### src/rtl/pll_phase_ctrl.sv
// pll_phase_ctrl
//   Sequencer for an ECP5 EHXPLLL. It pulses the PLL reset, qualifies LOCK
//   through a consecutive-cycle filter, holds the downstream system reset
//   until the clock has been stable for SYS_HOLD cycles, and executes dynamic
//   phase-shift requests on PHASESEL/PHASEDIR/PHASESTEP.
//
// Ports
//   clock, reset        PLL reference clock; synchronous active-high reset
//   pll_locked          raw PLL LOCK (asynchronous, synchronized here)
//   pll_rst             PLL RST
//   phasesel/phasedir   selected output / direction (1 = lead)
//   phasestep           active-low step strobe, idle high
//   phaseloadreg        tied high
//   req_valid/req_ready request handshake, req_sel/req_dir/req_steps payload
//   clk_ok, sys_reset   filtered lock status, downstream reset
//   busy, done, abort   status; done/abort are one-cycle pulses
`timescale 1ns/1ps
module pll_phase_ctrl #(
  parameter int RST_CYCLES   = 16,
  parameter int LOCK_FILTER  = 1024,
  parameter int LOCK_TIMEOUT = 65536,
  parameter int SYS_HOLD     = 16,
  parameter int STEP_PULSE   = 4,
  parameter int STEP_GAP     = 8,
  parameter int CW           = 8
) (
  input  logic          clock,
  input  logic          reset,
  input  logic          pll_locked,
  output logic          pll_rst,
  output logic [1:0]    phasesel,
  output logic          phasedir,
  output logic          phasestep,
  output logic          phaseloadreg,
  input  logic          req_valid,
  output logic          req_ready,
  input  logic [1:0]    req_sel,
  input  logic          req_dir,
  input  logic [CW-1:0] req_steps,
  output logic          clk_ok,
  output logic          sys_reset,
  output logic          busy,
  output logic          done,
  output logic          abort
);

  // One general-purpose cycle counter serves PLLRST, HOLD, SETUP, STEP_LO and
  // STEP_GAP; it is sized for the longest of those intervals.
  localparam int MAX_A = (RST_CYCLES > SYS_HOLD) ? RST_CYCLES : SYS_HOLD;
  localparam int MAX_B = (STEP_PULSE > STEP_GAP) ? STEP_PULSE : STEP_GAP;
  localparam int MAX_C = (MAX_A > MAX_B) ? MAX_A : MAX_B;
  localparam int GMAX  = (MAX_C > 2) ? MAX_C : 2;
  localparam int GW    = $clog2(GMAX + 1);
  localparam int FW    = $clog2(LOCK_FILTER + 1);
  localparam int TW    = $clog2(LOCK_TIMEOUT + 1);

  localparam logic [GW-1:0] RST_LAST   = GW'(RST_CYCLES - 1);
  localparam logic [GW-1:0] HOLD_LAST  = GW'(SYS_HOLD - 1);
  localparam logic [GW-1:0] SETUP_LAST = GW'(1);
  localparam logic [GW-1:0] PULSE_LAST = GW'(STEP_PULSE - 1);
  localparam logic [GW-1:0] GAP_LAST   = GW'(STEP_GAP - 1);
  localparam logic [FW-1:0] FILT_LAST  = FW'(LOCK_FILTER - 1);
  localparam logic [TW-1:0] TMO_LAST   = TW'(LOCK_TIMEOUT - 1);

  typedef enum logic [2:0] {
    S_PLLRST, S_WAIT_LOCK, S_HOLD, S_IDLE, S_SETUP, S_STEP_LO, S_STEP_GAP, S_DONE
  } state_t;

  state_t        state_q, state_d;
  logic [GW-1:0] cnt_q, cnt_d;
  logic [FW-1:0] filt_q, filt_d;
  logic [TW-1:0] tmo_q, tmo_d;
  logic [CW-1:0] steps_q, steps_d;
  logic [1:0]    sel_q, sel_d;
  logic          dir_q, dir_d;
  logic          lock_meta_q, lock_s_q;
  logic          pll_rst_q, pll_rst_d;
  logic          phasestep_q, phasestep_d;
  logic          req_ready_q, req_ready_d;
  logic          clk_ok_q, clk_ok_d;
  logic          sys_reset_q, sys_reset_d;
  logic          busy_q, busy_d;
  logic          done_q, done_d;
  logic          abort_q, abort_d;
  logic          locked_state;

  // States that require a qualified clock; losing lock_s in any of them
  // drops back to WAIT_LOCK.
  assign locked_state = (state_q == S_HOLD)    || (state_q == S_IDLE)    ||
                        (state_q == S_SETUP)   || (state_q == S_STEP_LO) ||
                        (state_q == S_STEP_GAP)|| (state_q == S_DONE);

  always_comb begin
    state_d = state_q;
    cnt_d   = cnt_q + GW'(1);
    filt_d  = '0;
    tmo_d   = '0;
    steps_d = steps_q;
    sel_d   = sel_q;
    dir_d   = dir_q;
    abort_d = 1'b0;

    case (state_q)
      S_PLLRST:    if (cnt_q == RST_LAST) state_d = S_WAIT_LOCK;
      S_WAIT_LOCK: begin
        filt_d = lock_s_q ? (filt_q + FW'(1)) : '0;
        tmo_d  = tmo_q + TW'(1);
        if (lock_s_q && (filt_q == FILT_LAST)) state_d = S_HOLD;
        else if (tmo_q == TMO_LAST)            state_d = S_PLLRST;
      end
      S_HOLD:      if (cnt_q == HOLD_LAST) state_d = S_IDLE;
      S_IDLE: begin
        if (req_valid) begin
          sel_d   = req_sel;
          dir_d   = req_dir;
          steps_d = req_steps;
          state_d = (req_steps == '0) ? S_DONE : S_SETUP;
        end
      end
      S_SETUP:     if (cnt_q == SETUP_LAST) state_d = S_STEP_LO;
      S_STEP_LO:   if (cnt_q == PULSE_LAST) state_d = S_STEP_GAP;
      S_STEP_GAP: begin
        if (cnt_q == GAP_LAST) begin
          steps_d = steps_q - CW'(1);
          state_d = (steps_q == CW'(1)) ? S_DONE : S_STEP_LO;
        end
      end
      S_DONE:      state_d = S_IDLE;
      default:     state_d = S_PLLRST;
    endcase

    // Lock loss overrides everything. A request accepted in the same IDLE
    // cycle counts as in flight, so it is reported as aborted.
    if (locked_state && !lock_s_q) begin
      state_d = S_WAIT_LOCK;
      abort_d = (state_q != S_HOLD) && ((state_q != S_IDLE) || req_valid);
    end

    if (state_d != state_q)     cnt_d = '0;
    if (state_d != S_WAIT_LOCK) begin
      filt_d = '0;
      tmo_d  = '0;
    end

    // Outputs are registered from the next state so they line up with it.
    pll_rst_d   = (state_d == S_PLLRST);
    phasestep_d = (state_d != S_STEP_LO);
    req_ready_d = (state_d == S_IDLE);
    busy_d      = (state_d != S_IDLE);
    done_d      = (state_d == S_DONE);
    clk_ok_d    = (state_d == S_HOLD)    || (state_d == S_IDLE)     ||
                  (state_d == S_SETUP)   || (state_d == S_STEP_LO)  ||
                  (state_d == S_STEP_GAP)|| (state_d == S_DONE);
    sys_reset_d = !((state_d == S_IDLE)  || (state_d == S_SETUP)    ||
                    (state_d == S_STEP_LO)|| (state_d == S_STEP_GAP)||
                    (state_d == S_DONE));
  end

  always_ff @(posedge clock) begin
    if (reset) begin
      state_q     <= S_PLLRST;
      cnt_q       <= '0;
      filt_q      <= '0;
      tmo_q       <= '0;
      steps_q     <= '0;
      sel_q       <= '0;
      dir_q       <= 1'b0;
      lock_meta_q <= 1'b0;
      lock_s_q    <= 1'b0;
      pll_rst_q   <= 1'b1;
      phasestep_q <= 1'b1;
      req_ready_q <= 1'b0;
      clk_ok_q    <= 1'b0;
      sys_reset_q <= 1'b1;
      busy_q      <= 1'b1;
      done_q      <= 1'b0;
      abort_q     <= 1'b0;
    end else begin
      state_q     <= state_d;
      cnt_q       <= cnt_d;
      filt_q      <= filt_d;
      tmo_q       <= tmo_d;
      steps_q     <= steps_d;
      sel_q       <= sel_d;
      dir_q       <= dir_d;
      lock_meta_q <= pll_locked;
      lock_s_q    <= lock_meta_q;
      pll_rst_q   <= pll_rst_d;
      phasestep_q <= phasestep_d;
      req_ready_q <= req_ready_d;
      clk_ok_q    <= clk_ok_d;
      sys_reset_q <= sys_reset_d;
      busy_q      <= busy_d;
      done_q      <= done_d;
      abort_q     <= abort_d;
    end
  end

  assign pll_rst      = pll_rst_q;
  assign phasesel     = sel_q;
  assign phasedir     = dir_q;
  assign phasestep    = phasestep_q;
  assign phaseloadreg = 1'b1;
  assign req_ready    = req_ready_q;
  assign clk_ok       = clk_ok_q;
  assign sys_reset    = sys_reset_q;
  assign busy         = busy_q;
  assign done         = done_q;
  assign abort        = abort_q;

endmodule
### config.mk
export PLATFORM = sky130hd
export DESIGN_NAME = pll_phase_ctrl
export DESIGN_NICKNAME = d
export VERILOG_FILES = /design/src/rtl/pll_phase_ctrl.sv
export SDC_FILE = /design/constraint.sdc
export NUM_CORES = 1
export LEC_CHECK = 0
export ABC_AREA = 1
export CAP_MARGIN = 20
export CORE_MARGIN = 10
export CORE_UTILIZATION = 45
export DETAILED_ROUTE_END_ITERATION = 6
export GPL_ROUTABILITY_DRIVEN = 0
export PLACE_DENSITY = 0.68
export SLEW_MARGIN = 20
export SYNTH_ARGS = -nofsm -noshare
export SYNTH_HDL_FRONTEND = slang
export SYNTH_SLANG_ARGS = --single-unit
### constraint.sdc
create_clock -name clock -period 2.4 [get_ports clock]
set_input_delay 0.48 -clock clock [delete_from_list [all_inputs] [get_ports clock]]
set_output_delay 0.48 -clock clock [all_outputs]
set_load 0.005 [all_outputs]
# After elaboration in Yosys (flattened, before gate mapping)
# Index checks and enable logic that the tools add are counted.
[word_totals]
register_bits = 57
word_cells = 97
[op_classes]
addsub = 4
n_eq_ne = 28
muxes = 15
n_bitwise = 3
reduce_logical = 30
[op_table]
columns = ["cell", "n"]
rows = [
  ["$mux W3", 9],
  ["$eq A3 B3 Y1 const B", 8],
  ["$pmux W3 S8", 1],
  ["$add A17 B1 Y17 const B", 1],
  ["$eq A17 B16 Y1 const B", 1],
  ["$mux W8", 2],
  ["$pmux W8 S2", 1],
  ["$logic_or A1 B1 Y1", 15],
  ["$eq A3 B2 Y1 const B", 4],
  ["$add A11 B1 Y11 const B", 1],
  ["$eq A11 B10 Y1 const B", 1],
  ["$ne A3 B2 Y1 const B", 3],
  ["$eq A8 B1 Y1 const B", 1],
  ["$logic_not A8 Y1", 1],
  ["$sub A8 B1 Y8 const B", 1],
  ["$logic_not A3 Y1", 2],
  ["$add A5 B1 Y5 const B", 1],
  ["$eq A5 B1 Y1 const B", 1],
  ["$eq A5 B2 Y1 const B", 1],
  ["$eq A5 B3 Y1 const B", 1],
  ["$eq A5 B4 Y1 const B", 1],
  ["$mux W2", 2],
  ["$reduce_or A2 Y1", 2],
  ["$reduce_or A4 Y1", 1],
  ["13 further kinds", 18],
]

# Logic depth before layout (Yosys ltp)
[logic_depth]
word_depth = 14
depth_mapped = 18
ltp_nobuf = 18

# Least setup slack after synthesis
# Ideal clock, no wire load.
[synth_path]
path_type = "reg-to-reg"
start = "register tmo_q[0]"
end = "register cnt_q[0]"
setup_time_ns = 0.064
arrival_time_ns = 2.307
path_slack_ns = 0.029
path_stages_with_launch = 19
path_buffers = 0
synth_period_minus_slack_ns = 2.371
path_cell_list = "dfxtp_1 > ha_1 > nand2_1 > inv_2 > nand2_1 > nor2_1 > nand3_1 > nor3_2 > nand3_1 > nor4_1 > ha_1 > nor2_1 > a21oi_2 > nand3_2 > nand2_1 > nand2_1 > nor2_2 > nand2_2 > nor2_1"
[synth_via]
elab_chain_len = 7
[synth_lines]
columns = ["item", "line", "rtl"]
rows = [
  ["start, declared", "72", "logic [TW-1:0] tmo_q, tmo_d;"],
  ["start signal, assigned", "182", "tmo_q <= tmo_d;"],
  ["$eq A17 B16 Y1", "109", "else if (tmo_q == TMO_LAST) state_d = S_PLLRST;"],
  ["$mux W3", "109", ""],
  ["$mux W3", "108", "if (lock_s_q && (filt_q == FILT_LAST)) state_d = S_HOLD;"],
  ["$pmux W3 S8", "103", "case (state_q)"],
  ["$mux W3", "134", "if (locked_state && !lock_s_q) begin"],
  ["$ne A3 B3 Y1", "139", "if (state_d != state_q) cnt_d = '0;"],
  ["$reduce_or A2 Y1 (no line)", "-", ""],
  ["end signal, assigned", "180", "cnt_q <= cnt_d;"],
  ["end, declared", "70", "logic [GW-1:0] cnt_q, cnt_d;"],
]
# Every way passes these cells.
# A chain may end at the register's enable or synchronous reset.

# Final worst setup path
[layout_path]
start = "register tmo_q[0]"
end = "register cnt_q[3]"
# Same word-level chain as after synthesis.

==> out/qor.txt <==
worst r2r path cells: 18
CTS Root Cell: clkbuf_8
Final Slew Violations: 0
RSZ-0062 raised after global routing: true
Layout Nets: 424
largest net degree at the start of global routing: 16
Hold Crit Class: reg -> reg
per-cell routed wire length: 11.26 um
Post-Place Cells: 462
post-synth top area cell: dfxtp_1
first-pass GRT wire length: 9.273 mm
Max Clk Rate: 428.3 MHz
most common cell in the synthesized netlist: nand2_1
setup TNS: 0 ns
number of global-route vias before repair: 2167
die height: 97.07 um
Pwr Total: 2.094 mW
CP Launch Type: register
syn nets: 384
post-place setup slack: -0.003874 ns
Die Wd: 97.07 um
drt pass-1 iters: 4
max cap viols: 0
worst hold slack: 0.4071 ns
Hold Path Depth: 2
synthesized cell area: 0.002673 mm2
Clock Sink Count: 57
final wirelength: 5.415 mm
top cells by count, synth: nand2_1, nor2_1, dfxtp_1, inv_1
Setup Skew: 0.009313 ns
Num CTS Buffers: 9
initial core utilization: 45.68%
core box area: 0.005851 mm2
Avg Inst Size Synth: 7.403 um2
FP Rows: 28
Post-Layout Cell Count: 481
Synth warnings: 0
Worst Path Required: 2.68 ns
top cell type's share of synthesized area: 42.70%
GR Util met2: 19.19%
worst setup margin: 0.06534 ns
outcome: complete, no violations
CP arrival: 2.61 ns
Clock Pin Slew Worst Setup and Hold Paths: 0.07 ns
final core utilization: 57.40%
top-level port count: 27
Yosys reg bits: 57
sequential area share after synthesis: 42.70%
DIE AREA: 0.009422 mm2
port buffer count: 25
Placed Area: 0.003032 mm2
Cell variety after synth: 38
routed vias: 2330
Detailed Place HPWL: 3.906 mm
drt initial violations: 82
synth top area cells: dfxtp_1, nand2_1, nor2_1, inv_1, ha_1
initial antenna violation count: 0
CTS tree: yes
FFs w/ async S/R, synth: 0%
Cells after Synth: 361
Avg Vias per Cell: 4.844
clock latency on the worst-skew pair: 0.34 ns
post-route cell area: 0.003358 mm2
H-Tree Depth: 3
routing usage on met1: 12.35%
Period minus WS final: 2.335 ns
Cell Pwr Density: 623.6 mW/mm2
post-route ant nets: 0
DRC: 0
Setup Crit Path Kind: reg -> reg
crit end category: register
Hold Fails Final Rpt: 0
Max IR drop VDD: 0.0005507 V
GR Layer Usage met3: 6.188%
Inserted Diodes: 0
Overflow after GRT: 0
deepest clock path buffer count: 2
layout cell share with drive strength beyond 1: 14.78%
Post-synth top flop: dfxtp_1
crit-path max FO: 5
Final Cycle Share: 97.28%
sequential cell area: 0.001144 mm2
# setup viols final: 0
area of the multi-input gates: 0.001388 mm2
GRT busiest layer: met2
Synth-to-Final Area Change: 25.66%
Total Routing Usage GR: 11.66%
Post-synth EDFFs: 0
Filler Cells Inserted: 556
P_leak: 1.307 nW
==> area by class of cell <==
class | count | area share [%]
Timing Repair Buffer | 36 | 9.911
Clock inverter | 7 | 3.539
Sequential cell | 57 | 34.05
Tap cell | 75 | 2.794
Inverter | 42 | 4.694
Multi-Input combinational cell | 255 | 41.32
Clock buffer | 9 | 3.689
==> power breakdown <==
| part | switching, mW | internal, mW | leakage [nW] |
|---|---|---|---|
| logic | 0.0247 | 0.0310 | 0.730 |
| registers | 0.00561 | 0.952 | 0.461 |
| clock network | 0.393 | 0.688 | 0.115 |
==> layer usage <==
layer | share of wire (%) | vias up
met1 | 44 | 1040
met3 | 6.5 | 13
met5 | 0 | -
li1 | - | 1220
met4 | 1.4 | 0
met2 | 48 | 57
==> worst paths after layout <==
path                             startpoint  endpoint  slack, ns
worst max-delay path               tmo_q[0]  cnt_q[3]       0.07
worst min-delay path            lock_meta_q  lock_s_q       0.41
worst max register to register     tmo_q[0]  cnt_q[3]       0.07
worst min register to register  lock_meta_q  lock_s_q       0.41
==> what timing repair did <==
item / CTS / global route
pin swaps: 0 / 0
setup buffers: 0 / 3
setup endpoints to repair: 5 / 30
gates resized for setup: 1 / 13
hold buffers: 0 / 0
==> state kept, by name, indices dropped and copies added (netlist names), 2 cells and up <==
name / count
phasesel: 2
steps_q: 8
filt_q: 11
tmo_q: 17
state_q: 3
cnt_q: 5
==> cells by family (layout without fill, tap and decap cells) <==
family	Yosys count	count (layout)	share of synthesized area (%)
compound gates	41	41	8.895
xor+xnor	17	17	5.571
fa+ha+maj	8	8	3.745
buf+inv	49	94	7.584
flops	57	57	42.70
other cells	1	1	0.1403
simple gates	188	188	31.37
==> cells in the final DEF (no fill, tap or decap), types with 2 or more instances in the layout <==
cell type / instances
clkinvlp_4: 2
xnor2_1: 8
nand3_1: 16
bufinv_16: 3
nor2_2: 7
nor2_1: 64
inv_2: 3
nand2_2: 4
nand3_2: 3
o31ai_1: 2
nand4_1: 4
xor2_1: 9
nor3_1: 6
dfxtp_2: 2
nor3b_1: 2
ha_1: 6
or2_2: 2
clkdlybuf4s50_1: 25
a31oi_1: 2
nand2_1: 72
o21ai_0: 10
a211oi_1: 2
clkbuf_8: 9
dfxtp_1: 55
inv_1: 39
o21ai_1: 2
buf_4: 11
a21oi_1: 18
==> worst max-delay path, stage by stage, from the launching register on <==
cell and delay [ns]:
dfxtp_2 0.35, ha_4 0.13, nand2_1 0.06, inv_2 0.07
nand2_2 0.06, nor2_4 0.09, nand3_2 0.09, nor3_4 0.16
nand3_2 0.13, nor4_4 0.17, ha_2 0.22, nor2_2 0.06
a21oi_2 0.17, nand3_2 0.09, nand2_1 0.06, nand2_1 0.05
nor2_2 0.09, nand2_2 0.09, nor2_1 0.10
Note: power is estimated with default switching activity, not from simulation.
